$ cat config.mk
export PLATFORM = sky130hd
export DESIGN_NAME = rom_load_sequencer
export DESIGN_NICKNAME = d
export VERILOG_FILES = /design/src/rtl/rom_load_sequencer.sv
export SDC_FILE = /design/constraint.sdc
export NUM_CORES = 1
export LEC_CHECK = 0
export BUFFER_PORTS_ARGS = -buffer_cell sky130_fd_sc_hd__buf_4
export CORE_MARGIN = 1
export CORE_UTILIZATION = 47
export DETAILED_ROUTE_END_ITERATION = 10
export PLACE_DENSITY_LB_ADDON = 0.2
export RECOVER_POWER = 100
export SETUP_SLACK_MARGIN = 0.02
export SYNTH_ARGS = -nofsm -noshare
export SYNTH_HDL_FRONTEND = slang
export SYNTH_SLANG_ARGS = --single-unit
$ cat constraint.sdc
create_clock -name clock -period 2 [get_ports clock]
set_input_delay 0.2 -clock clock [delete_from_list [all_inputs] [get_ports clock]]
set_output_delay 0.2 -clock clock [all_outputs]
set_load 0.03 [all_outputs]
$ cat src/rtl/rom_load_sequencer.sv
// rom_load_sequencer: halts the CPU, streams bytes into the ROM chips over a shared wishbone
// backdoor, then pulses CPU reset. Define ROM_LOAD_TIMEOUT_EN to bound each write by ACK_TIMEOUT.
module rom_load_sequencer #(
    parameter int NUM_ROMS     = 4,
    parameter int ROM_CAPACITY = 256,
    parameter int HALT_SETTLE  = 8,
    parameter int RESET_CYCLES = 4,
    parameter int ACK_TIMEOUT  = 15
) (
    input  logic                clock,
    input  logic                reset,
    input  logic                start,
    input  logic [11:0]         base_addr,
    input  logic [11:0]         len,
    input  logic                byte_valid,
    input  logic [7:0]          byte_data,
    output logic                byte_ready,
    output logic                wb_cyc_o,
    output logic [NUM_ROMS-1:0] wb_stb_o,
    output logic                wb_we_o,
    output logic [31:0]         wb_addr_o,
    output logic [31:0]         wb_data_o,
    input  logic [NUM_ROMS-1:0] wb_ack_i,
    output logic                halt,
    output logic                cpu_reset,
    output logic                busy,
    output logic                done,
    output logic                error
);
    localparam int ADDR_BITS = $clog2(ROM_CAPACITY);
    localparam logic [11:0] OFFSET_MASK = 12'((1 << ADDR_BITS) - 1);
    localparam logic [11:0] ROM_COUNT   = 12'(NUM_ROMS);
    localparam logic [15:0] HALT_LAST   = 16'(HALT_SETTLE - 1);
    localparam logic [15:0] RESET_LAST  = 16'(RESET_CYCLES - 1);
    // The phase counter only needs to reach the longest timed phase; it saturates there.
    localparam int CNT_MAX_A = (HALT_SETTLE > RESET_CYCLES) ? HALT_SETTLE : RESET_CYCLES;
    localparam int CNT_MAX   = (CNT_MAX_A > ACK_TIMEOUT) ? CNT_MAX_A : ACK_TIMEOUT;
    localparam logic [15:0] CNT_TOP = 16'(CNT_MAX);
`ifdef ROM_LOAD_TIMEOUT_EN
    localparam logic [15:0] ACK_LAST = 16'(ACK_TIMEOUT - 1);
`endif

    typedef enum logic [2:0] {
        ST_IDLE    = 3'd0,
        ST_HALT    = 3'd1,
        ST_FETCH   = 3'd2,
        ST_WRITE   = 3'd3,
        ST_RELEASE = 3'd4
    } state_t;

    state_t              state_r, next_state_s;
    logic [15:0]         cnt_r;
    logic [11:0]         ptr_r, remaining_r;
    logic [11:0]         chip_s, offset_s;
    logic [NUM_ROMS-1:0] chip_sel_s;
    logic                chip_ok_s, accept_s, ack_s, timeout_s, advance_s, last_s;

    logic                byte_ready_r, cyc_r, halt_r, cpu_reset_r, busy_r, done_r, error_r;
    logic [NUM_ROMS-1:0] stb_r;
    logic [31:0]         addr_r, data_r;

    function automatic logic [NUM_ROMS-1:0] chip_onehot(input logic [11:0] chip);
        logic [NUM_ROMS-1:0] sel;
        sel = {NUM_ROMS{1'b0}};
        for (int i = 0; i < NUM_ROMS; i++) begin
            sel[i] = (chip == 12'(i));
        end
        return sel;
    endfunction

    // Address decode, handshake qualifiers and next-state selection.
    always_comb begin
        chip_s     = 12'(ptr_r >> ADDR_BITS);
        offset_s   = ptr_r & OFFSET_MASK;
        chip_ok_s  = (chip_s < ROM_COUNT);
        chip_sel_s = chip_onehot(chip_s);
        accept_s   = (state_r == ST_FETCH) && byte_valid;
        ack_s      = |wb_ack_i;
`ifdef ROM_LOAD_TIMEOUT_EN
        timeout_s  = (state_r == ST_WRITE) && !ack_s && (cnt_r == ACK_LAST);
`else
        timeout_s  = 1'b0;
`endif
        // A byte aimed past the last chip is retired straight from FETCH.
        advance_s  = (accept_s && !chip_ok_s) ||
                     ((state_r == ST_WRITE) && (ack_s || timeout_s));
        last_s     = (remaining_r == 12'd1);
        next_state_s = state_r;
        case (state_r)
            ST_IDLE: begin
                if (start) next_state_s = ST_HALT;
                else       next_state_s = ST_IDLE;
            end
            ST_HALT: begin
                if (cnt_r == HALT_LAST) begin
                    if (remaining_r == 12'd0) next_state_s = ST_RELEASE;
                    else                      next_state_s = ST_FETCH;
                end else begin
                    next_state_s = ST_HALT;
                end
            end
            ST_FETCH: begin
                if (accept_s && chip_ok_s) next_state_s = ST_WRITE;
                else if (advance_s)        next_state_s = last_s ? ST_RELEASE : ST_FETCH;
                else                       next_state_s = ST_FETCH;
            end
            ST_WRITE: begin
                if (advance_s) next_state_s = last_s ? ST_RELEASE : ST_FETCH;
                else           next_state_s = ST_WRITE;
            end
            ST_RELEASE: begin
                if (cnt_r == RESET_LAST) next_state_s = ST_IDLE;
                else                     next_state_s = ST_RELEASE;
            end
            default: next_state_s = ST_IDLE;
        endcase
    end

    // State register and per-phase cycle counter, cleared on every state change.
    always_ff @(posedge clock) begin
        if (reset) begin
            state_r <= ST_IDLE;
            cnt_r   <= 16'd0;
        end else begin
            state_r <= next_state_s;
            if (next_state_s != state_r) cnt_r <= 16'd0;
            else if (cnt_r != CNT_TOP)   cnt_r <= cnt_r + 16'd1;
            else                         cnt_r <= cnt_r;
        end
    end

    // Program pointer, byte count, captured bus word and sticky error.
    always_ff @(posedge clock) begin
        if (reset) begin
            ptr_r       <= 12'd0;
            remaining_r <= 12'd0;
            addr_r      <= 32'd0;
            data_r      <= 32'd0;
            error_r     <= 1'b0;
        end else begin
            if ((state_r == ST_IDLE) && start) begin
                ptr_r       <= base_addr;
                remaining_r <= len;
            end else if (advance_s) begin
                ptr_r       <= ptr_r + 12'd1;
                remaining_r <= remaining_r - 12'd1;
            end
            if (accept_s && chip_ok_s) begin
                addr_r <= {18'd0, offset_s, 2'b00};
                data_r <= {24'd0, byte_data};
            end
            if ((state_r == ST_IDLE) && start)           error_r <= 1'b0;
            else if ((accept_s && !chip_ok_s) || timeout_s) error_r <= 1'b1;
        end
    end

    // Control outputs are registered from the next state so they line up with it.
    always_ff @(posedge clock) begin
        if (reset) begin
            byte_ready_r <= 1'b0;
            cyc_r        <= 1'b0;
            stb_r        <= {NUM_ROMS{1'b0}};
            halt_r       <= 1'b0;
            cpu_reset_r  <= 1'b0;
            busy_r       <= 1'b0;
            done_r       <= 1'b0;
        end else begin
            byte_ready_r <= (next_state_s == ST_FETCH);
            cyc_r        <= (next_state_s == ST_WRITE);
            stb_r        <= (next_state_s == ST_WRITE) ? chip_sel_s : {NUM_ROMS{1'b0}};
            halt_r       <= (next_state_s != ST_IDLE);
            cpu_reset_r  <= (next_state_s == ST_RELEASE);
            busy_r       <= (next_state_s != ST_IDLE);
            done_r       <= (state_r == ST_RELEASE) && (next_state_s == ST_IDLE);
        end
    end

    assign byte_ready = byte_ready_r;
    assign wb_cyc_o   = cyc_r;
    assign wb_stb_o   = stb_r;
    assign wb_we_o    = cyc_r;
    assign wb_addr_o  = addr_r;
    assign wb_data_o  = data_r;
    assign halt       = halt_r;
    assign cpu_reset  = cpu_reset_r;
    assign busy       = busy_r;
    assign done       = done_r;
    assign error      = error_r;
endmodule
======== Word level (Yosys, flattened, before mapping) ========
Cells that the tools add are included.
cells by class
  eq/ne operators ......................... 15
  multiplexer cells ....................... 13
  add/sub/neg operators ................... 3
  bitwise logic cells ..................... 1
  reductions and logical operators ........ 18
  order comparisons ....................... 1
operators with widths
  operator                                                                       number
  12-bit two-way mux                                                             4
  12-bit zero test                                                               2
  3-bit two-way mux                                                              7
  16-bit by 1-bit adder with 16-bit output (second input constant)               1
  16-bit by 2-bit == test with 1-bit output (second input constant)              1
  16-bit by 3-bit == test with 1-bit output (second input constant)              1
  16-bit by 4-bit != test with 1-bit output (second input constant)              1
  3-bit one-hot mux with 5 select lines                                          1
  12-bit by 1-bit adder with 12-bit output (second input constant)               1
  12-bit by 1-bit == test with 1-bit output (second input constant)              1
  3-bit by 2-bit == test with 1-bit output (second input constant)               4
  12-bit by 1-bit subtractor with 12-bit output (second input constant)          1
  4-bit by 2-bit == test with 1-bit output (second input constant)               2
  3-bit == test (second input constant)                                          2
  1-bit logical AND                                                              6
  3-bit zero test                                                                2
  2-bit OR reduction                                                             3
  4-bit by 1-bit == test with 1-bit output (second input constant)               1
  4-bit by 3-bit less-than comparator with 1-bit output (second input constant)  1
  4-bit OR reduction                                                             1
  3-bit by 1-bit == test with 1-bit output (second input constant)               1
  3-bit != test                                                                  1
  3-bit nonzero test                                                             1
  2-bit nonzero test                                                             1
  4 further kinds                                                                4
storage, ports and cells
  output and inout port bits .............. 76
  flip-flop bits (word level) ............. 69
  input port bits ......................... 40
  word-level logic and storage cells ...... 64

======== Logic depth before layout (Yosys ltp) ========
Gate-level depths: netlist of run 1.
  depth after elaboration ................. 10
  gate-level depth with buffers ........... 7
  gate-level depth less buffers ........... 6

======== Least setup slack after synthesis of run 1 ========
No wires, ideal clock.
  path type ............................... reg-to-reg
  start point ............................. register remaining_r[2]
  end point ............................... register remaining_r[8]
  setup time .............................. 0.074 ns
  arrival time ............................ 1.837 ns
  path slack .............................. 0.089 ns
  data required time ...................... 1.926 ns
  path buffers ............................ 1
  cell stages (with the launch flop) ...... 6
  period minus slack after synthesis ...... 1.911 ns
  cell sequence ........................... dfxtp_1 or4_4 or2_0 buf_6 or4_1 a31oi_1
between the ends
  longest elaborated chain between the ends .. 3
ends and longest elaborated chain
  item                                           line  text
  start, declared                                53    logic [11:0] ptr_r, remaining_r;
  start signal, assigned                         143   remaining_r <= len;
  start signal, assigned                         146   remaining_r <= remaining_r - 12'd1;
  12-bit by 1-bit subtractor with 12-bit output  146
  12-bit two-way mux                             144   end else if (advance_s) begin
  12-bit two-way mux                             141   if ((state_r == ST_IDLE) && start) begin
Every way passes these cells. The select of a mux whose other input is x is not followed.
A chain may end at the register's enable or synchronous reset.

======== Worst setup path after layout of run 1 ========
  start point ............................. register remaining_r[2]
  end point ............................... register stb_r[0], in the netlist wb_stb_o[0]
between the ends
  longest elaborated chain between the ends .. 8
  elaborated cells between the ends (all ways) .. 12
  classes of those cells .................. 2 x eq/ne; 7 x mux; 1 x bitwise; 2 x reduce/logical
ends and longest elaborated chain
  item                                        line      text
  12-bit by 1-bit == test with 1-bit output   87        last_s = (remaining_r == 12'd1);
  3-bit two-way mux                           104, 108
  3-bit two-way mux                           104       else if (advance_s) next_state_s = last_s ? ST_RELEASE : ST_FETCH;
  3-bit two-way mux                           103       if (accept_s && chip_ok_s) next_state_s = ST_WRITE;
  3-bit one-hot mux with 5 select lines *     89        case (state_r)
  3-bit by 2-bit == test with 1-bit output *  170       stb_r <= (next_state_s == ST_WRITE) ? chip_sel_s : {NUM_ROMS{1'b0}};
  1-bit NOT (no line) *                       n/a
  2-bit OR reduction (no line) *              n/a
  end signal, assigned                        162       stb_r <= {NUM_ROMS{1'b0}};
  end signal, assigned                        170
  end, declared                               59        logic [NUM_ROMS-1:0] stb_r;
Mark *: on every way between the ends. The rest lies on a longest branch, timed or not.

==> results of run 1 <==
## cells in the mapped netlist, drive strengths merged (4+ instances only)
cell / count / share of area (%)
dfxtp: 69 / 37
buf: 57 / 11
nand2: 50 / 5.0
a21oi: 21 / 2.8
o21ai: 21 / 2.8
clkbuf: 19 / 1.9
nor2: 16 / 1.6
or4: 16 / 3.3
o31ai: 15 / 3.3
nand3: 14 / 1.9
nor3: 14 / 2.2
a31oi: 13 / 2.2
a211oi: 12 / 2.4
nor4: 12 / 2.2
nand4: 10 / 1.7
and4: 8 / 1.9
xor2: 8 / 1.9
inv: 7 / 0.70
a311oi: 6 / 1.4
and3: 6 / 0.99
or3: 6 / 1.1
ha: 5 / 1.7
a2111oi: 4 / 0.93
nor2b: 4 / 0.66
## metal layers
| metal | track usage (%) | part of all wire (%) |
|---|---|---|
| met4 | 8.46 | 1.2 |
| met3 | 3.98 | 5.8 |
| met1 | 28.7 | 45 |
| met2 | 34.1 | 48 |
| met5 | 0 | 0 |
## kinds of logic after synthesis
kind of cell | count (synthesis) | share of synthesized area (%)
buf+inv | 83 | 13.7
fa+ha+maj | 5 | 1.65
simple gates | 174 | 26.2
mux | 2 | 0.563
other cells | 1 | 0.0992
flops | 69 | 36.5
xor+xnor | 11 | 2.55
compound gates | 104 | 18.8
## final cells by class
| class | instances | area (um2) | share of cell area, % |
|---|---|---|---|
| well taps | 102 | 128 | 2.82 |
| clock buffers | 11 | 141 | 3.13 |
| multi-input cells | 344 | 2090 | 46.2 |
| repair buffers | 95 | 649 | 14.4 |
| inverters | 7 | 26.3 | 0.581 |
| clock inverters | 5 | 106 | 2.35 |
| flip-flops and latches | 69 | 1380 | 30.6 |
## worst paths after layout
path	end	cells past startpoint	startpoint	slack, ns
max	wb_stb_o[0]$_SDFF_PP0_	5	remaining_r[2]$_SDFFE_PP0P_	0.05
min	ptr_r[0]$_SDFFE_PP0P_	3	base_addr[0]	0.09
max reg2reg	wb_stb_o[0]$_SDFF_PP0_	5	remaining_r[2]$_SDFFE_PP0P_	0.05
min reg2reg	wb_data_o[2]$_SDFFE_PP0P_	2	wb_data_o[2]$_SDFFE_PP0P_	0.46
## per-stage QoR
stage	hold WS [ns]	setup WS, ns	utilization (%)	total power, mW	setup TNS (ns)
detailed placement	0.437	0.00226	56.1	1.99	0
global route	0.0801	-0.0295	58.2	3.52	-0.0990
CTS	0.0808	0.0144	59.4	3.41	0
global placement	0.430	0.0576	56.1	1.98	0
finish	0.0873	0.0495	58.2	3.39	0
floorplan	0.283	0.0893	-	1.91	0
## state kept, by name, summed over array words and instances, names as in the netlist
| signal | count |
|---|---|
| busy | 1 |
| cnt_r | 16 |
| wb_stb_o | 4 |
| wb_cyc_o | 1 |
| wb_addr_o | 8 |
| byte_ready | 1 |
| wb_data_o | 8 |
| ptr_r | 12 |
| remaining_r | 12 |
| done | 1 |
| cpu_reset | 1 |
| error | 1 |
| state_r | 3 |
## placed cells by master (no fill, tap or decap), types with 2 or more instances in the layout
cell,netlist,routed
nor3b_1,3,3
buf_4,51,60
or4_2,2,2
nor3_1,13,13
a2111oi_0,4,2
clkbuf_8,0,10
a31oi_1,13,13
nor4_1,11,10
and3_1,6,6
nand2_1,50,50
dfxtp_1,69,68
xor2_1,8,8
o31a_1,2,2
clkbuf_2,0,2
bufinv_16,0,3
nand3_1,14,14
o31ai_1,14,14
nand2b_1,2,2
and4_1,8,8
or4_1,13,13
conb_1,1,48
o22ai_1,2,2
and2_1,2,2
nor2b_1,4,4
nor2_1,16,16
buf_12,0,4
or3_2,2,2
inv_1,7,7
a21oi_1,21,21
or3_1,4,4
ha_1,5,5
nand4_1,10,10
or2_2,2,2
o21ai_0,21,21
clkbuf_1,19,30
xnor2_1,3,3
a311oi_1,6,6
a211oi_1,12,12
## where the power goes
part	switching (mW)	internal [mW]
Clock	0.567	0.868
Sequential	0.0578	1.42
Combinational	0.311	0.166
## worst max-delay path, stage by stage, from the launching register on
cell and delay [ns]:
dfxtp_1 0.31, or4_4 0.53, nor4b_1 0.37, buf_4 0.18
a211o_1 0.27, a2111oi_0 0.14
## repair_timing
item	CTS	global route
pin swaps	1	1
buffers inserted	0	2
resized for setup	2	7
setup endpoints to repair	2	11
==> impl_results.rst, run 1 <==
.. list-table::
   :header-rows: 1

   * - Metric
     - Value
   * - Via count of the first global-routing pass
     - 3161
   * - Pin count of the biggest net entering global routing
     - 43
   * - Worst setup path category
     - flip-flop to flip-flop
   * - Final hold violation count
     - 0
   * - Post-route clock skew
     - 0.0149 ns
   * - Critical path data required time
     - 2.20 ns
   * - Detail-routed net length per standard cell
     - 14.2 um
   * - Hold buffers post-CTS
     - 0
   * - Vias after detailed routing
     - 3506
   * - GRT Overall Usage
     - 21.4%
   * - Area of the die
     - 8410 um2
   * - Portion of the post-synthesis area used by sequential elements
     - 36.5%
   * - Number of antenna diodes
     - 0
   * - Clk buf depth
     - 2
   * - Kind of end point of the critical path
     - flip-flop
   * - Async set-reset flop share out of synthesis
     - 0%
   * - Max-cap violations
     - 0
   * - TritonCTS clock tree
     - done
   * - Total instance count after detailed placement
     - 615
   * - IO Port Bufs
     - 67
   * - Post-synth EDFFs
     - 0
   * - Remaining antenna violation count after routing
     - 0
   * - DRC
     - 0
   * - Maximum clock frequency
     - 513 MHz
   * - Area growth from synthesis to layout
     - 19.6%
   * - Nets
     - 571
   * - Core Area
     - 7770 um2
   * - Final-report max-slew violation count
     - 0
   * - Final GP Congestion
     - 0.824
   * - Least-Margin Pin Slew
     - 0.667 ns
   * - Grt total ovfl
     - 0
   * - Lkg Pwr
     - 1.70 nW
   * - Inserted Clock Buffers
     - 9
   * - Power per cell area
     - 750 nW/um2
   * - Unrepaired setup endpoints after global routing
     - true
   * - Gate count after technology mapping
     - 449
   * - CP startpoint kind
     - flip-flop
   * - Fraction of layout cells with a size suffix above 1
     - 18.8%
   * - Clock-pin transition on the worst setup and hold timing paths
     - 0.07 ns
   * - Remaining max-slew budget at the tightest pin
     - 55.6%
   * - Layout fillers
     - 741
   * - Wire length reported by the detailed router
     - 8970 um
   * - Synth unique cells
     - 59
   * - Drt via density
     - 5.54
   * - Placed Area
     - 4360 um2
   * - Synth warn
     - 0
   * - Initial Utilization
     - 48.7%
   * - CP Max Fanout
     - 7
   * - Number of antenna violations at the first check in global routing
     - 0
   * - Dominant synthesized flop cell
     - dfxtp_1
   * - DP HPWL
     - 6320 um
   * - Die height
     - 91.7 um
   * - Horizontal die dimension
     - 91.7 um
   * - Buffer type at the clock tree root
     - clkbuf_8
   * - Synthesized area divided by synthesized cell count
     - 8.42 um2
   * - Detailed-router iteration count before antenna repair
     - 4
   * - VDD IR max
     - 0.000361 V
   * - Core Rows
     - 32
   * - Class of the worst hold path
     - input port to flip-flop
   * - Result of the run
     - finished clean
   * - Synthesized area
     - 3780 um2
   * - Flip-flop and latch count after synthesis
     - 69
   * - CTS HTree Levels
     - 3
   * - Final std cells w/o fill
     - 633
   * - Worst skew pair latency
     - 0.35 ns
   * - Wire length of the first global-routing pass
     - 14500 um
   * - Ports placed on the boundary
     - 116
   * - Count of endpoints failing setup in the final report
     - 0
   * - Final period demand of the worst path
     - 1.95 ns
   * - Final non-filler cell area
     - 4520 um2
   * - Fin crit share
     - 97.5%
   * - DR iter-0 viols
     - 157
   * - Data arrival at the endpoint of the critical path
     - 2.15 ns
   * - Clock Sinks
     - 69
(Power assumes the default switching activity.)
==> inputs of run 2 (changes only) <==
- CORE_UTILIZATION: 47 -> 50
- clock period: 2 -> 2.15 ns (I/O delays scaled with it)
==> run 2 against run 1 <==
Final cell count down 1.7%. Clock power decreased by 6%. Clock-buffer cell count unchanged. Design area down 2.8%. Sequential cell count is the same. Combinational power shrank 9.9%. Maximum frequency decreased by 3.4%. Worst setup slack gained 0.081 ns. Via count decreased by 2.4%. Worst hold slack worse by 0.0097 ns.
==> impl_results.rst, run 2 (synthesis gave the netlist of run 1 again) <==
.. list-table::
   :header-rows: 1

   * - Metric
     - Value
   * - Wire length reported by the detailed router
     - 8630 um
   * - Clock Sinks
     - 69
   * - IO Port Bufs
     - 67
   * - Detailed-router iteration count before antenna repair
     - 5
   * - Maximum cell stage delay along the critical path
     - 0.53 ns
   * - CP startpoint kind
     - flip-flop
   * - Final-report max-slew violation count
     - 0
   * - Critical path data required time
     - 2.42 ns
   * - Layout fillers
     - 697
   * - Number of stages on the worst hold path
     - 3
   * - Pin count of the biggest net entering global routing
     - 41
   * - Area of the die
     - 7910 um2
   * - Power per cell area
     - 719 nW/um2
   * - Class of the worst hold path
     - input port to flip-flop
   * - Setup crit start
     - state_r[2]$_SDFF_PP0_
   * - Number of antenna diodes
     - 0
   * - Final GP Congestion
     - 0.818
   * - Core Area
     - 7290 um2
   * - Count of endpoints failing setup in the final report
     - 0
   * - Most common cell after layout, fill and taps aside
     - dfxtp_1
   * - Critical-path cell list
     - and4bb_1 -> a2bb2oi_2 -> clkbuf_2 -> or4_1 -> a311oi_1
   * - Nets
     - 563
   * - Wire length of the first global-routing pass
     - 13800 um
   * - DRC
     - 0
   * - Post-route clock skew
     - 0.00906 ns
   * - Final period demand of the worst path
     - 2.02 ns
   * - Destination of the worst register-to-register timing path
     - ptr_r[6]$_SDFFE_PP0P_
   * - Fraction of layout cells with a size suffix above 1
     - 16.6%
   * - Fin crit share
     - 93.9%
   * - Worst R2R Setup Slack
     - 0.13 ns
   * - Hold path endpoint
     - ptr_r[0]$_SDFFE_PP0P_
   * - Result of the run
     - finished clean
   * - Hold Crit Start
     - base_addr[0]
   * - TritonCTS clock tree
     - done
   * - Remaining max-slew budget at the tightest pin
     - 51.8%
   * - Core Rows
     - 31
   * - Drt via density
     - 5.50
   * - Clock-pin transition on the worst setup and hold timing paths
     - 0.08 ns
   * - Cells resized by post-CTS repair
     - 0
   * - VDD IR max
     - 0.000289 V
   * - Clk buf depth
     - 2
   * - CP Max Fanout
     - 15
   * - Max-cap violations
     - 0
   * - Final non-filler cell area
     - 4390 um2
   * - Initial Utilization
     - 51.9%
   * - Via count of the first global-routing pass
     - 2945
   * - GRT Overall Usage
     - 22.5%
   * - Register with the most flip-flops
     - cnt_r
   * - Fin Setup TNS
     - 0 ns
   * - Number of antenna violations at the first check in global routing
     - 0
   * - R2R cell count
     - 5
   * - Inserted Clock Buffers
     - 9
   * - Unrepaired setup endpoints after global routing
     - false
   * - Placed Area
     - 4260 um2
   * - Area growth from synthesis to layout
     - 16.2%
   * - R2r startpoint
     - state_r[2]$_SDFF_PP0_
   * - Final hold violation count
     - 0
   * - Horizontal die dimension
     - 89.0 um
   * - Detail-routed net length per standard cell
     - 13.9 um
   * - Most frequent cells in the layout
     - 69 x dfxtp_1, 52 x buf_4, 50 x nand2_1
   * - Die height
     - 89.0 um
   * - CTS HTree Levels
     - 3
   * - Crit path max-delay cell type
     - or4_1
   * - Worst skew pair latency
     - 0.35 ns
   * - Lkg Pwr
     - 1.64 nW
   * - Remaining antenna violation count after routing
     - 0
   * - Ports placed on the boundary
     - 116
   * - Buf+Inv Stages, Crit Path
     - 1
   * - Worst setup path category
     - flip-flop to flip-flop
   * - Maximum clock frequency
     - 495 MHz
   * - DR iter-0 viols
     - 150
   * - Least-Margin Pin Slew
     - 0.724 ns
   * - Family with the most delay on the worst path
     - simple AND/OR/NAND/NOR gates
   * - Hold buffers post-CTS
     - 0
   * - Largest registers
     - cnt_r: 16 flops, ptr_r: 12 flops, remaining_r: 12 flops
   * - DP HPWL
     - 6050 um
   * - Data arrival at the endpoint of the critical path
     - 2.28 ns
   * - Grt total ovfl
     - 0
   * - Kind of end point of the critical path
     - flip-flop
   * - Number of flip-flops under the largest register name
     - 16
   * - Vias after detailed routing
     - 3423
   * - Buffer type at the clock tree root
     - clkbuf_8
   * - Post-CTS repair timing setup buffer count
     - 0
## run 2: tightest hold or removal path, delay by kind of cell
family	cells	cell delay (ns)
compound gates	1	0.06
buf+inv	1	0.08
simple gates	1	0.05
## run 2: per-stage QoR
stage | cells | util, % | hold WS [ns] | power, mW | worst slack, ns
floorplan | 496 | - | 0.298 | 1.77 | 0.239
global placement | 606 | 58.4 | 0.443 | 1.83 | 0.131
detailed placement | 606 | 58.4 | 0.442 | 1.83 | 0.0789
CTS | 622 | 61.9 | 0.0676 | 3.18 | 0.0598
global route | 622 | 60.3 | 0.0934 | 3.28 | 0.0236
finish | 622 | 60.3 | 0.0776 | 3.16 | 0.131
## run 2: area by class of cell
type / count / area, um2 / area share [%]
inverter: 7 / 26.3 / 0.598
clock inverter: 5 / 106 / 2.42
timing repair buffer: 87 / 542 / 12.3
sequential: 69 / 1380 / 31.4
multi-input combinational: 344 / 2060 / 47.0
tap: 99 / 124 / 2.82
clock buffer: 11 / 151 / 3.45
## run 2: how the worst max path moves through the flow
stage / end / slack, ns / cells after the start
2_1_floorplan: remaining_r[8]$_SDFFE_PP0P_ / 0.24 / 5
3_5_place_dp: remaining_r[8]$_SDFFE_PP0P_ / 0.08 / 4
5_1_grt: ptr_r[6]$_SDFFE_PP0P_ / 0.02 / 6
3_3_place_gp: remaining_r[7]$_SDFFE_PP0P_ / 0.13 / 4
4_1_cts: remaining_r[7]$_SDFFE_PP0P_ / 0.06 / 4
6_report: ptr_r[6]$_SDFFE_PP0P_ / 0.13 / 5
## run 2: report_power, final
group          leakage (nW)  internal, mW  switching, mW
logic                 0.948         0.147          0.282
clock network         0.126         0.836          0.514
registers             0.562          1.32         0.0565
total                  1.64          2.31          0.853
## run 2: per-layer routing
layer,global-route usage (%),share of wire [%]
met3,5.08,4.5
met1,30.2,47
met2,35.9,47
met4,7.65,1.2
met5,0,0
==> inputs of run 3 (changes only) <==
- BUFFER_PORTS_ARGS: -buffer_cell sky130_fd_sc_hd__buf_4 -> -buffer_cell sky130_fd_sc_hd__buf_2
- CTS_CLUSTER_SIZE: unset -> 10
==> run 3 against run 2 <==
Non-clock buffer count fell by 1. Critical path depth unchanged. Register-to-register slack lost 0.04 ns. Worst setup slack lost 0.036 ns. Via count is 0.73% lower. Routed wire length up 0.46%. Combinational power fell by 4%. Worst hold slack improved by 0.0038 ns. Sequential power barely moved. Utilization is 2.0 points lower. Maximum frequency is 1.8% lower. First-iteration DRC count down 6.0%. Critical path type unchanged. Critical endpoint is now wb_stb_o[0]$_SDFF_PP0_. Largest cell class unchanged. Largest power group unchanged.
==> impl_results.rst, run 3 (synthesis gave the netlist of run 1 again) <==
.. list-table::
   :header-rows: 1

   * - Metric
     - Value
   * - Data arrival at the endpoint of the critical path
     - 2.27 ns
   * - Met3 layer usage reported by global route
     - 3.60%
   * - DP HPWL
     - 6190 um
   * - Final std cells w/o fill
     - 621
   * - Worst skew pair latency
     - 0.35 ns
   * - Clock-pin transition on the worst setup and hold timing paths
     - 0.08 ns
   * - Fraction of layout cells with a size suffix above 1
     - 17.2%
   * - Result of the run
     - finished clean
   * - Clock Sinks
     - 69
   * - Register with the most flip-flops
     - cnt_r
   * - Least-Margin Pin Slew
     - 0.649 ns
   * - Class of the worst hold path
     - input port to flip-flop
   * - DR iter-0 viols
     - 141
   * - Most congested layer reported by global routing
     - met2
   * - Core Area
     - 7290 um2
   * - Area growth from synthesis to layout
     - 12.3%
   * - Remaining antenna violation count after routing
     - 0
   * - Die height
     - 89.0 um
   * - Count of endpoints failing setup in the final report
     - 0
   * - Post-route clock skew
     - 0.00909 ns
   * - Final non-filler cell area
     - 4250 um2
   * - Wire length of the first global-routing pass
     - 13500 um
   * - Buffer type at the clock tree root
     - clkbuf_8
   * - Post-layout power
     - 2.92 mW
   * - Crit path max-delay cell type
     - a2111oi_1
   * - Area of the die
     - 7910 um2
   * - Final period demand of the worst path
     - 2.06 ns
   * - Largest registers
     - cnt_r: 16 flops, ptr_r: 12 flops, remaining_r: 12 flops
   * - CP Max Fanout
     - 8
   * - Drt via density
     - 5.47
   * - Unrepaired setup endpoints after global routing
     - true
   * - Via count of the first global-routing pass
     - 2823
   * - Total instance count after detailed placement
     - 605
   * - Maximum clock frequency
     - 487 MHz
   * - Maximum cell stage delay along the critical path
     - 0.48 ns
   * - Vias after detailed routing
     - 3398
   * - Family with the most delay on the worst path
     - compound AO/OA/AOI/OAI gates
   * - Remaining max-slew budget at the tightest pin
     - 56.7%
   * - Power per cell area
     - 687 nW/um2
   * - TritonCTS clock tree
     - done
   * - Number of flip-flops under the largest register name
     - 16
   * - Final hold violation count
     - 0
   * - Grt total ovfl
     - 0
   * - Most common cell after layout, fill and taps aside
     - dfxtp_1
   * - Lkg Pwr
     - 1.57 nW
   * - Worst slack on hold paths
     - 0.0814 ns
   * - Buf+Inv Stages, Crit Path
     - 0
   * - Fin crit share
     - 95.6%
   * - Met2 demand-to-capacity share in global routing
     - 35.0%
   * - Most frequent cells in the layout
     - 69 x dfxtp_1, 50 x nand2_1, 48 x conb_1
   * - Met1 track demand over resource
     - 30.4%
   * - Max-cap violations
     - 0
   * - Worst setup path category
     - flip-flop to flip-flop
   * - Kind of end point of the critical path
     - flip-flop
   * - Critical path data required time
     - 2.36 ns
   * - Ports placed on the boundary
     - 116
   * - Wire length reported by the detailed router
     - 8670 um
   * - Number of antenna violations at the first check in global routing
     - 0
   * - Final GP Congestion
     - 0.833
   * - IO Port Bufs
     - 67
   * - Pin count of the biggest net entering global routing
     - 33
   * - Hold buffers post-CTS
     - 0
   * - Inserted Clock Buffers
     - 9
   * - VDD IR max
     - 0.000273 V
   * - Placed Area
     - 4070 um2
   * - CP startpoint kind
     - flip-flop
   * - GRT Overall Usage
     - 22.2%
   * - Horizontal die dimension
     - 89.0 um
   * - Detailed-router iteration count before antenna repair
     - 4
   * - DRC
     - 0
   * - Number of antenna diodes
     - 0
   * - Clk buf depth
     - 2
   * - Core Rows
     - 31
   * - Nets
     - 562
   * - Fin Setup TNS
     - 0 ns
   * - Initial Utilization
     - 51.9%
   * - Critical-path cell list
     - ha_2 -> nor4bb_2 -> nand2_1 -> a211o_1 -> a2111oi_1
   * - Final-report max-slew violation count
     - 0
   * - Post-CTS repair timing setup buffer count
     - 0
   * - Detail-routed net length per standard cell
     - 14.0 um
   * - CTS HTree Levels
     - 3
[run 3: cell types whose count changed in the layout (fill, tap and decap cells not counted), sizes merged]
cell / delta
buf: +1
bufinv: -2
clkbuf: -2
clkinv: +1
clkinvlp: +1
[run 3: final cells by class]
cell class	count	area (um2)
fillers	697	3050
multi-input cells	344	2070
flip-flops and latches	69	1380
repair buffers	86	434
clock buffers	11	151
well taps	99	124
clock inverters	5	58.8
inverters	7	26.3
[run 3: layer usage]
| layer | share of wire (%) | vias to the layer above |
|---|---|---|
| met1 | 47 | 1569 |
| met3 | 4.9 | 12 |
| met2 | 46 | 106 |
| met5 | 0 | - |
| met4 | 1.6 | 0 |
| li1 | - | 1711 |
[run 3: final timing paths]
check / startpoint / end / cells after the start / slack [ns]
worst min register to register: wb_data_o[2]$_SDFFE_PP0P_ / wb_data_o[2]$_SDFFE_PP0P_ / 2 / 0.45
worst max-delay path: cnt_r[0]$_SDFFE_PP0P_ / wb_stb_o[0]$_SDFF_PP0_ / 5 / 0.09
worst max register to register: cnt_r[0]$_SDFFE_PP0P_ / wb_stb_o[0]$_SDFF_PP0_ / 5 / 0.09
worst min-delay path: base_addr[0] / ptr_r[0]$_SDFFE_PP0P_ / 3 / 0.08
[run 3: where the power goes]
group          internal, mW  switching (mW)
registers              1.32          0.0541
clock network         0.599           0.528
logic                 0.126           0.286
total                  2.05           0.868
[run 3: through the flow]
step	util, %	setup WS (ns)
floorplan	-	0.239
global placement	55.8	0.136
detailed placement	55.8	-0.00270
CTS	58.8	0.0571
global route	58.2	-0.0108
finish	58.2	0.0945
[run 3: what timing repair did]
item / in CTS / in global routing
hold endpoints to repair: 0 / 0
setup endpoints to repair: 1 / 5
resized for setup: 2 / 3
[run 3: worst reg2reg max path, cell delays in order, from the launching register on]
cell	delay [ns]
dfxtp_1	0.39
ha_2	0.27
nor4bb_2	0.34
nand2_1	0.10
a211o_1	0.34
a2111oi_1	0.48
